==> src/rtl/bus_a_src_sel_if.sv <==
// bus_a_src_sel_if: operand-select request side and buffered bus-A side of the source selector.
interface bus_a_src_sel_if #(
   parameter int WIDTH = 8,
   parameter int N_SRC = 4,
   parameter int SEL_W = 4
);
   logic [N_SRC*WIDTH-1:0] src_flat;
   logic [SEL_W-1:0]       sel;
   logic                   in_valid;
   logic                   in_ready;
   logic [WIDTH-1:0]       bus_a;
   logic [SEL_W-1:0]       bus_a_sel;
   logic                   out_valid;
   logic                   out_ready;
   logic                   sel_err;
   logic                   clr_err;

   modport master (
      output src_flat, sel, in_valid, out_ready, clr_err,
      input  in_ready, bus_a, bus_a_sel, out_valid, sel_err
   );
   modport slave (
      input  src_flat, sel, in_valid, out_ready, clr_err,
      output in_ready, bus_a, bus_a_sel, out_valid, sel_err
   );
endinterface

==> src/rtl/bus_a_src_sel.sv <==
// bus_a_src_sel: picks one of N_SRC operand sources and queues it in a 2-entry elastic buffer.
module bus_a_src_sel #(
   parameter int WIDTH = 8,
   parameter int N_SRC = 4,
   parameter int SEL_W = 4
) (
   input logic             clk,
   input logic             rst_n,
   bus_a_src_sel_if.slave  bus
);
   logic [WIDTH-1:0] r_d0, r_d1;
   logic [SEL_W-1:0] r_s0, r_s1;
   logic [1:0]       r_cnt;
   logic             r_err;
   logic             w_push, w_pop, w_bad;
   logic [WIDTH-1:0] w_data;

   assign bus.in_ready  = r_cnt != 2'd2;
   assign bus.out_valid = r_cnt != 2'd0;
   assign bus.bus_a     = bus.out_valid ? r_d0 : '0;
   assign bus.bus_a_sel = bus.out_valid ? r_s0 : '0;
   assign bus.sel_err   = r_err;
   assign w_push = bus.in_valid & bus.in_ready;
   assign w_pop  = bus.out_valid & bus.out_ready;
   assign w_bad  = int'(bus.sel) >= N_SRC;

   // Out-of-range selects match no source and leave the captured data at zero.
   always_comb begin
      w_data = '0;
      for (int k = 0; k < N_SRC; k++)
         if (int'(bus.sel) == k) w_data = bus.src_flat[k*WIDTH +: WIDTH];
   end

   always_ff @(posedge clk or negedge rst_n)
      if (!rst_n) begin
         r_d0  <= '0;
         r_d1  <= '0;
         r_s0  <= '0;
         r_s1  <= '0;
         r_cnt <= '0;
         r_err <= 1'b0;
      end else begin
         if (w_push && (r_cnt == 2'd0 || (r_cnt == 2'd1 && w_pop))) begin
            r_d0 <= w_data;
            r_s0 <= bus.sel;
         end else if (w_pop) begin
            r_d0 <= r_d1;
            r_s0 <= r_s1;
         end
         if (w_push && r_cnt == 2'd1 && !w_pop) begin
            r_d1 <= w_data;
            r_s1 <= bus.sel;
         end
         r_cnt <= r_cnt + {1'b0, w_push} - {1'b0, w_pop};
         r_err <= (w_push & w_bad) | (r_err & ~bus.clr_err);
      end
endmodule

==> src/flat_wrapper.sv <==
// flat-port wrapper written by rule: the top's interface ports become plain ports
module bus_a_src_sel_flat 
#(
   parameter int WIDTH = 8,
   parameter int N_SRC = 4,
   parameter int SEL_W = 4
)
  (clk, rst_n, bus_src_flat, bus_sel, bus_in_valid, bus_out_ready, bus_clr_err, bus_in_ready, bus_bus_a, bus_bus_a_sel, bus_out_valid, bus_sel_err);
  bus_a_src_sel_if #(.WIDTH(WIDTH), .N_SRC(N_SRC), .SEL_W(SEL_W)) bus_i ();
  input logic clk;
  input logic rst_n;
  input wire logic [$bits(bus_i.src_flat)-1:0] bus_src_flat;
  input wire logic [$bits(bus_i.sel)-1:0] bus_sel;
  input wire logic [$bits(bus_i.in_valid)-1:0] bus_in_valid;
  input wire logic [$bits(bus_i.out_ready)-1:0] bus_out_ready;
  input wire logic [$bits(bus_i.clr_err)-1:0] bus_clr_err;
  output wire logic [$bits(bus_i.in_ready)-1:0] bus_in_ready;
  output wire logic [$bits(bus_i.bus_a)-1:0] bus_bus_a;
  output wire logic [$bits(bus_i.bus_a_sel)-1:0] bus_bus_a_sel;
  output wire logic [$bits(bus_i.out_valid)-1:0] bus_out_valid;
  output wire logic [$bits(bus_i.sel_err)-1:0] bus_sel_err;
  assign bus_i.src_flat = bus_src_flat;
  assign bus_i.sel = bus_sel;
  assign bus_i.in_valid = bus_in_valid;
  assign bus_i.out_ready = bus_out_ready;
  assign bus_i.clr_err = bus_clr_err;
  assign bus_in_ready = bus_i.in_ready;
  assign bus_bus_a = bus_i.bus_a;
  assign bus_bus_a_sel = bus_i.bus_a_sel;
  assign bus_out_valid = bus_i.out_valid;
  assign bus_sel_err = bus_i.sel_err;
  bus_a_src_sel #(.WIDTH(WIDTH), .N_SRC(N_SRC), .SEL_W(SEL_W)) u_core (.clk(clk), .rst_n(rst_n), .bus(bus_i));
endmodule
==> config.mk <==
export PLATFORM = sky130hd
export DESIGN_NAME = bus_a_src_sel_flat
export DESIGN_NICKNAME = d
export VERILOG_FILES = /design/src/rtl/bus_a_src_sel_if.sv /design/src/rtl/bus_a_src_sel.sv /design/src/flat_wrapper.sv
export SDC_FILE = /design/constraint.sdc
export NUM_CORES = 1
export LEC_CHECK = 0
export CAP_MARGIN = 20
export CORE_UTILIZATION = 35
export CTS_CLUSTER_DIAMETER = 60
export CTS_CLUSTER_SIZE = 14
export DETAILED_ROUTE_END_ITERATION = 7
export GPL_ROUTABILITY_DRIVEN = 0
export SYNTH_ARGS = -nofsm -noshare
export SYNTH_HDL_FRONTEND = slang
export SYNTH_SLANG_ARGS = --single-unit
==> constraint.sdc <==
create_clock -name clk -period 2.3 [get_ports clk]
set_clock_uncertainty 0.2 [all_clocks]
set_input_delay 0.23 -clock clk [delete_from_list [all_inputs] [get_ports clk]]
set_output_delay 0.23 -clock clk [all_outputs]
set_load 0.02 [all_outputs]
Word level (Yosys, flattened, before mapping). Index checks and enable logic that the tools add are counted.

Flip-flop bits (word level): 27. Input port bits: 41. Output and inout port bits: 15. Word-level logic and storage cells: 40.

Add/subtract/negate cells: 2. $lt $le $gt $ge: 1. Equality and inequality tests: 5. Muxes and demuxes: 10. Bitwise operators: 6. Reductions and logical operators: 10.

Operator list (count): 2-to-1 mux 8 bit (7); 2-to-1 mux 4 bit (3); == test 4 x 3 -> 1 bit (second input constant) (2); bitwise AND 1 bit (4); == test 4 x 2 -> 1 bit (second input constant) (1); >= comparator 4 x 3 -> 1 bit (second input constant) (1); logical AND 1 bit (4); logical NOT 4 bit (1); nonzero test 2 bit (2); adder 2 x 1 -> 2 bit (1); == test 2 x 1 -> 1 bit (second input constant) (1); logical NOT 2 bit (1); inequality test 2 bit (second input constant) (1); subtractor 2 x 1 -> 2 bit (1); logical NOT 1 bit (1); logical OR 1 bit (1); NOT 1 bit (1); OR 1 bit (1).

Depth between registers and ports, before layout. Gate-level depths: netlist of the first run.

Depth after elaboration: 6. Gate-level depth with buffers: 9. Gate-level depth less buffers: 7.

Worst setup path before layout of the first run. Ideal clock, no wire load.

Kind: register to register. Start: register u_core.r_cnt[1]. End: register u_core.r_cnt[1]. Library setup time: 0.123 ns. Arrival: 1.769 ns. Required time: 1.977 ns. Setup slack: 0.208 ns. Cell stages (with the launch flop): 10. Path buffers: 2. Clock period less this slack: 2.092 ns. Cells stage by stage: dfrtp_1 buf_6 nor2_4 clkbuf_1 nor2_1 ha_1 inv_1 ha_1 xnor2_1 xnor2_1.

Cells in the longest elaborated chain, start to end: 4. Elaborated cells between the ends (all ways): 6. Those cells by class: add/sub: 2; eq/ne: 1; bitwise: 2; reduce/logical: 1.

RTL lines: from (decl) (line bus_a_src_sel.sv:13) `logic [1:0] r_cnt;`; from (signal assigned) (line bus_a_src_sel.sv:54) `r_cnt <= r_cnt + {1'b0, w_push} - {1'b0, w_pop};`; inequality test 2 bit (line bus_a_src_sel.sv:18) `assign bus.in_ready = r_cnt != 2'd2;`; bitwise AND 1 bit (line bus_a_src_sel.sv:23) `assign w_push = bus.in_valid & bus.in_ready;`; adder 2 x 1 -> 2 bit (line bus_a_src_sel.sv:54); subtractor 2 x 1 -> 2 bit * (line bus_a_src_sel.sv:54).

Every way passes the cells marked *; elsewhere a longest branch is shown, timed or not. A chain may end at the register's enable or synchronous reset.

Worst setup path after layout of the first run.
Start: register u_core.r_cnt[0]. End: output port bus_bus_a[1].

Cells in the longest elaborated chain, start to end: 2.

RTL lines: nonzero test 2 bit (line bus_a_src_sel.sv:19) `assign bus.out_valid = r_cnt != 2'd0;`; 2-to-1 mux 8 bit (line bus_a_src_sel.sv:20) `assign bus.bus_a = bus.out_valid ? r_d0 : '0;`; to (decl) (line flat_wrapper.sv:18) `output wire logic [$bits(bus_i.bus_a)-1:0] bus_bus_a;`.

Every way passes these cells.

==> impl_metrics.csv, run 1 <==
group,metric,value,unit
status,status,"complete, no violations",
global_routing,grt_pass1_vias,1490,
detailed_routing,met1Wirelength,1952,microns
timing,finalSetupTns,0,ns
floorplan,die-area,5295,sq um
clock_tree,clockBufferDepth,2,
timing,fin_crit,2.170,ns
worst_setup_path,critPathLaunch,"u_core.r_cnt[0]",
place,hpwl,3156,microns
global_routing,grt_max_degree,28,
worst_setup_path,r2r-end,"u_core.r_cnt[1]",
power,vdd_drop_max,322.3,uV
logic_synthesis,synth_commonest_cells,"dfrtp_1, mux2i_1, nor2b_1",
worst_setup_path,end_kind,"output pin",
logic_synthesis,synth_top_area_share,38.54,%
layout,nets,270,
worst_setup_path,crit_path_max_fanout,8,
timing,rsz0062_at_grt,"no",
global_routing,grt_usage,16.85,%
min_path,hold_path_class,"input pin to async pin",
logic_synthesis,synth_fp_nets,212,
logic_synthesis,syn_avg_cell_area,10.37,sq um
detailed_routing,post_drt_wl_per_cell,13.83,microns
detailed_routing,drc,0,
floorplan,start_util,36.63,%
timing,drv_slew,0,
layout,area_growth,37.47,%
worst_setup_path,slowest_stage,"clkdlybuf4s50_1",
layout,num_antenna_cells,0,
logic_synthesis,synth_edf_count,0,
floorplan,core,4786,sq um
detailed_routing,ant_nets,0,
floorplan,num_rows,25,
clock_tree,cts_made_buffers,3,
global_routing,globalRouteOverflowTotal,0,
timing,period_share,94.36,%
worst_setup_path,cp-start-kind,"flop",
detailed_routing,drt_pre_antenna_iters,5,
worst_setup_path,r2r_slack,0.40,ns
logic_synthesis,synth_warnings,0,
detailed_routing,viasPerCell,5.020,
timing,fmax,460.8,MHz
worst_setup_path,critical_path_required,1.87,ns
worst_setup_path,cp-endpoint,"bus_bus_a[1]",
logic_synthesis,yosysMostFrequentCell,"dfrtp_1",
logic_synthesis,ys_types,39,
detailed_routing,totalWireLength,4052,microns
detailed_routing,highest_layer,"met4",
timing,setup_viol_count_final,0,
logic_synthesis,netlist_instances,169,
worst_setup_path,critical_path_class,"flop to output pin",
detailed_routing,drtIter0Drc,96,
floorplan,fp.dieW,72.77,microns
logic_synthesis,synth_top_area_cell,"dfrtp_1",
clock_tree,h-tree-depth,1,
timing,worst_slew_pin_slew,0.4068,ns
floorplan,dieHeight,72.77,microns
floorplan,io_pins,56,
worst_setup_path,path_depth,4,
worst_setup_path,cp_cell_sequence,"nor2_4 > buf_4 > nor2b_1 > clkdlybuf4s50_1",
clock_tree,clkLatencyLatePin,0.27,ns
worst_setup_path,crit_family,"buffers and inverters",
layout,drive_gt1_share,15.93,%
clock_tree,clkSinkCount,27,
logic_synthesis,ys_seq_area_share,38.54,%
logic_synthesis,ys.flop_type,"dfrtp_1",
worst_setup_path,rr_startpoint,"u_core.r_cnt[0]",
global_routing,antenna_found_initial,0,
detailed_routing,wl_met3,206,microns
timing,setup_ws,0.1298,ns
flow_run,cap_violations,0,
timing,relSlewSlack,72.74,%
detailed_routing,num_vias,1471,
place,dp_slack,0.1518,ns
global_routing,grt_pass1_wl,6831,microns
worst_setup_path,crit_buf_inv,2,
place,io_buffers,55,
timing,hold_violations,0,
logic_synthesis,yosys-top-cells-area,"dfrtp_1, mux2i_1, mux2_2, nor2b_1, a21oi_1",
clock_tree,cts_tree,"yes",
logic_synthesis,synth-async-reset-ratio,100.0,%
logic_synthesis,synth_seq_cells,27,
clock_tree,root_buffer,"clkbuf_8",
clock_tree,clk_pin_slew,0.09,ns
power,power.density,1055,nW/um^2
logic_synthesis,netlist_area,1753,sq um
worst_setup_path,cp_slowest_stage_delay,0.62,ns
detailed_routing,wl_met2,1844,microns
worst_setup_path,reg2reg_depth,8,
worst_setup_path,cp.arrival,1.74,ns
power,leakage,1.055,nW
==> how the worst min path moves through the flow <==
| stage | startpoint | end | depth (start not counted) |
|---|---|---|---|
| final | rst_n | u_core.r_s1[2] | 2 |
| after global routing | rst_n | u_core.r_d1[6] | 2 |
| after CTS | rst_n | u_core.r_s1[2] | 2 |
| after detailed placement | u_core.r_s0[1] | u_core.r_s0[1] | 2 |
| after global placement | u_core.r_s0[3] | u_core.r_s0[3] | 2 |
| after floorplan | rst_n | u_core.bus.sel_err | 0 |
==> cell families (layout without fill, tap and decap cells) <==
group | Yosys count | count (layout) | share of synthesized area [%]
AO/OA/AOI/OAI | 47 | 47 | 18.27
XOR/XNOR | 2 | 2 | 0.9995
adder cells (fa/ha/maj) | 2 | 2 | 1.427
buffers and inverters | 16 | 73 | 5.924
flip-flops | 27 | 27 | 38.54
multiplexers | 26 | 26 | 16.20
AND/OR/NAND/NOR | 49 | 49 | 18.63
==> metrics by stage <==
stage	cell area, sq um	power (mW)	hold WS [ns]	utilization (%)	std cells
final	2410	2.543	0.1209	50.35	293
after global routing	2410	2.739	0.1596	50.35	293
after CTS	2402	2.548	0.1321	50.20	292
after detailed placement	2355	2.274	0.2720	49.20	288
after global placement	2355	2.235	0.2597	49.20	288
after floorplan	1753	1.787	-0.2656	-	169
==> report_power, final <==
group	leakage, nW	internal, mW	switching [mW]	total, mW
Combinational	0.698	0.724	0.665	1.39
Clock	0.0255	0.121	0.146	0.267
Sequential	0.332	0.709	0.178	0.887
==> state kept, by name, summed over array words and instances, names as in the netlist <==
signal / count
u_core.r_d1: 8
u_core.bus.sel_err: 1
u_core.r_d0: 8
u_core.r_cnt: 2
u_core.r_s1: 4
u_core.r_s0: 4
==> cell type report <==
class / instances / area, sq um
Tap cell: 67 / 83.83
Clock buffer: 3 / 41.29
Sequential cell: 27 / 676.9
Multi-Input combinational cell: 126 / 973.4
Timing Repair Buffer: 62 / 603.1
Clock inverter: 1 / 5.005
Fill cell: 431 / 2376
Inverter: 7 / 26.28
==> repair_timing <==
action	in CTS	in global routing
hold buffers	0	0
gates resized for setup	1	0
buffers inserted	0	1
endpoints found under the hold margin	0	0
pin swaps	0	1
setup endpoints to repair	2	4
==> worst reg2reg max path: stages, from the launching register on <==
cell and delay (ns):
dfrtp_2 0.49, nor2_4 0.13, buf_4 0.15, nor2_1 0.05
ha_1 0.26, inv_1 0.04, ha_1 0.20, xnor2_1 0.17
xnor2_1 0.14
==> layout by cell type (no fill, tap or decap), drive strengths merged <==
cell	instances
or3	1
o22a	3
mux2i	17
clkinv	1
nand2b	5
a22o	4
o22ai	2
and4bb	1
nand2	8
inv	7
nor2	10
nor2b	17
a21o	3
buf	7
clkbuf	3
o221ai	3
clkdlybuf4s50	55
nor3	4
mux2	9
xnor2	2
a21oi	12
ha	2
or2	1
and2	1
or3b	1
o21ai	11
a22oi	6
dfrtp	27
a222oi	3
==> per-layer routing <==
layer / track usage [%] / vias to the layer above
met3: 2.210 / 4
met1: 23.16 / 676
met2: 26.69 / 60
met5: 0 / -
li1: - / 731
met4: 7.190 / 0
No activity file was read; power rests on OpenSTA's default activity.
==> run 2: changes to the inputs <==
--- a/config.mk
+++ b/config.mk
@@ -9,2 +9,3 @@
 export CORE_UTILIZATION = 35
+export CTS_BUF_LIST = sky130_fd_sc_hd__clkbuf_4 sky130_fd_sc_hd__clkbuf_8
 export CTS_CLUSTER_DIAMETER = 60
--- a/constraint.sdc
+++ b/constraint.sdc
@@ -4,2 +4,2 @@
 set_output_delay 0.23 -clock clk [all_outputs]
-set_load 0.02 [all_outputs]
+set_load 0.01 [all_outputs]
==> impl_metrics.csv, run 2 (synthesized netlist as in run 1, its figures left out) <==
group,metric,value,unit
timing,drv_slew,0,
layout,nets,271,
global_routing,grt_pass1_wl,7113,microns
power,combPwrFrac,52.9,%
worst_setup_path,critical_path_required,1.87,ns
timing,setup_viol_count_final,0,
layout,area_growth,37.83,%
clock_tree,clkSinkCount,27,
floorplan,core,4786,sq um
clock_tree,cts_made_buffers,3,
detailed_routing,num_vias,1465,
detailed_routing,drtIter0Drc,95,
power,leakage,1.061,nW
power,vdd_drop_max,435.1,uV
power,pwr-share-clk,11.0,%
clock_tree,cts.repair.resized,0,
timing,rsz0062_at_grt,"no",
detailed_routing,viasPerCell,4.983,
worst_setup_path,cp-start-kind,"flop",
timing,fmax,457.8,MHz
detailed_routing,post_drt_wl_per_cell,13.97,microns
timing,finalSetupTns,0,ns
layout,layout_commonest_cell,"clkdlybuf4s50_1",
worst_setup_path,cp.arrival,1.75,ns
worst_setup_path,crit_path_max_fanout,7,
worst_setup_path,end_kind,"output pin",
min_path,hold_path_class,"input pin to async pin",
flow_run,cap_violations,0,
place,io_buffers,55,
timing,period_share,94.97,%
power,pwr-share-seq,36.1,%
floorplan,num_rows,25,
power,p_switching,0.8957,mW
power,internal_power,1.562,mW
clock_tree,cts_tree,"yes",
floorplan,io_pins,56,
clock_tree,clk_pin_slew,0.09,ns
timing,fin_crit,2.184,ns
worst_setup_path,r2r_slack,0.33,ns
timing,hold_violations,0,
layout,final_cell_mix,"clkdlybuf4s50_1, dfrtp_1, nor2b_1, mux2i_1, a21oi_1",
global_routing,grt_pass1_vias,1506,
timing,worst_slew_pin_slew,0.4532,ns
worst_setup_path,critical_path_class,"flop to output pin",
detailed_routing,ant_nets,0,
detailed_routing,drt_pre_antenna_iters,5,
global_routing,grt_usage,17.40,%
power,switching_share,36.45,%
clock_tree,clkLatencyLatePin,0.27,ns
layout,num_antenna_cells,0,
layout,drive_gt1_share,15.86,%
detailed_routing,drc,0,
global_routing,grt_max_degree,28,
clock_tree,h-tree-depth,1,
detailed_routing,totalWireLength,4106,microns
place,hpwl,3211,microns
floorplan,fp.dieW,72.77,microns
power,power,2.457,mW
place,dpl-instance-area,2347,sq um
power,power.density,1017,nW/um^2
floorplan,start_util,36.63,%
global_routing,globalRouteOverflowTotal,0,
layout,reg_top3,"u_core.r_d0 (8), u_core.r_d1 (8)",
global_routing,antenna_found_initial,0,
timing,relSlewSlack,69.62,%
floorplan,die-area,5295,sq um
status,status,"complete, no violations",
clock_tree,clockBufferDepth,2,
clock_tree,root_buffer,"clkbuf_8",
layout,postLayoutCellArea,2416,sq um
floorplan,dieHeight,72.77,microns
[run 2: cell types whose count changed in the layout (fill, tap and decap cells not counted), sizes merged]
cell / delta
buf: +1
[run 2: metrics by stage]
step                instances  worst slack (ns)  util, %  hold WS [ns]
global placement          287            0.2035    49.05        0.2596
CTS                       291           0.07989    50.01        0.1355
finish                    294            0.1158    50.48        0.1208
detailed placement        287            0.1230    49.05        0.2680
global route              294           0.01689    50.48        0.1388
floorplan                 169            0.2080        -       -0.2656
[run 2: area by class of cell]
| class | count | area, sq um |
|---|---|---|
| clock buffer | 3 | 41.29 |
| timing repair buffer | 63 | 610.6 |
| inverter | 7 | 26.28 |
| fill | 444 | 2370 |
| sequential | 27 | 675.6 |
| tap | 67 | 83.83 |
| clock inverter | 1 | 5.005 |
| multi-input combinational | 126 | 973.4 |
[run 2: routing by layer]
| metal | global-route usage (%) | share of wire, % | vias to the layer above |
|---|---|---|---|
| li1 | - | - | 725 |
| met5 | 0 | 0 | - |
| met3 | 2.348 | 4.3 | 4 |
| met4 | 4.793 | 1.1 | 0 |
| met2 | 29.18 | 47 | 61 |
| met1 | 23.58 | 47 | 675 |
[run 2: critical path, stage by stage, from the launching register on]
cell	delay [ns]
dfrtp_1	0.57
nor2_4	0.07
buf_4	0.17
nor2b_1	0.12
clkdlybuf4s50_1	0.55
[run 2: path summary, 6_finish.rpt]
path	startpoint	to	depth (start not counted)
min in group clk	u_core.r_d0[6]	u_core.r_d0[6]	2
setup / recovery	u_core.r_cnt[0]	bus_bus_a[4]	4
max in group asynchronous	rst_n	u_core.r_cnt[1]	2
hold / removal	rst_n	u_core.r_s1[1]	2
setup reg to reg	u_core.r_cnt[0]	u_core.r_cnt[1]	8
hold reg to reg	u_core.r_d0[6]	u_core.r_d0[6]	2
[run 2: timing repair]
item	CTS	global route
hold buffers	0	0
setup endpoints to repair	0	12
setup buffers	0	3
[run 2: power by group through the flow]
stage | registers, mW | logic [mW] | clock network, mW
2_1_floorplan | 0.838 | 0.849 | 0
3_3_place_gp | 0.877 | 1.24 | 0
3_5_place_dp | 0.896 | 1.27 | 0
4_1_cts | 0.885 | 1.28 | 0.277
5_1_grt | 0.920 | 1.43 | 0.304
6_report | 0.887 | 1.30 | 0.270
==> run 3: changes to the inputs <==
CAP_MARGIN = unset   (was 20)
==> results of run 3 <==
Final layout, timing and power as in run 2 (identical DEF).
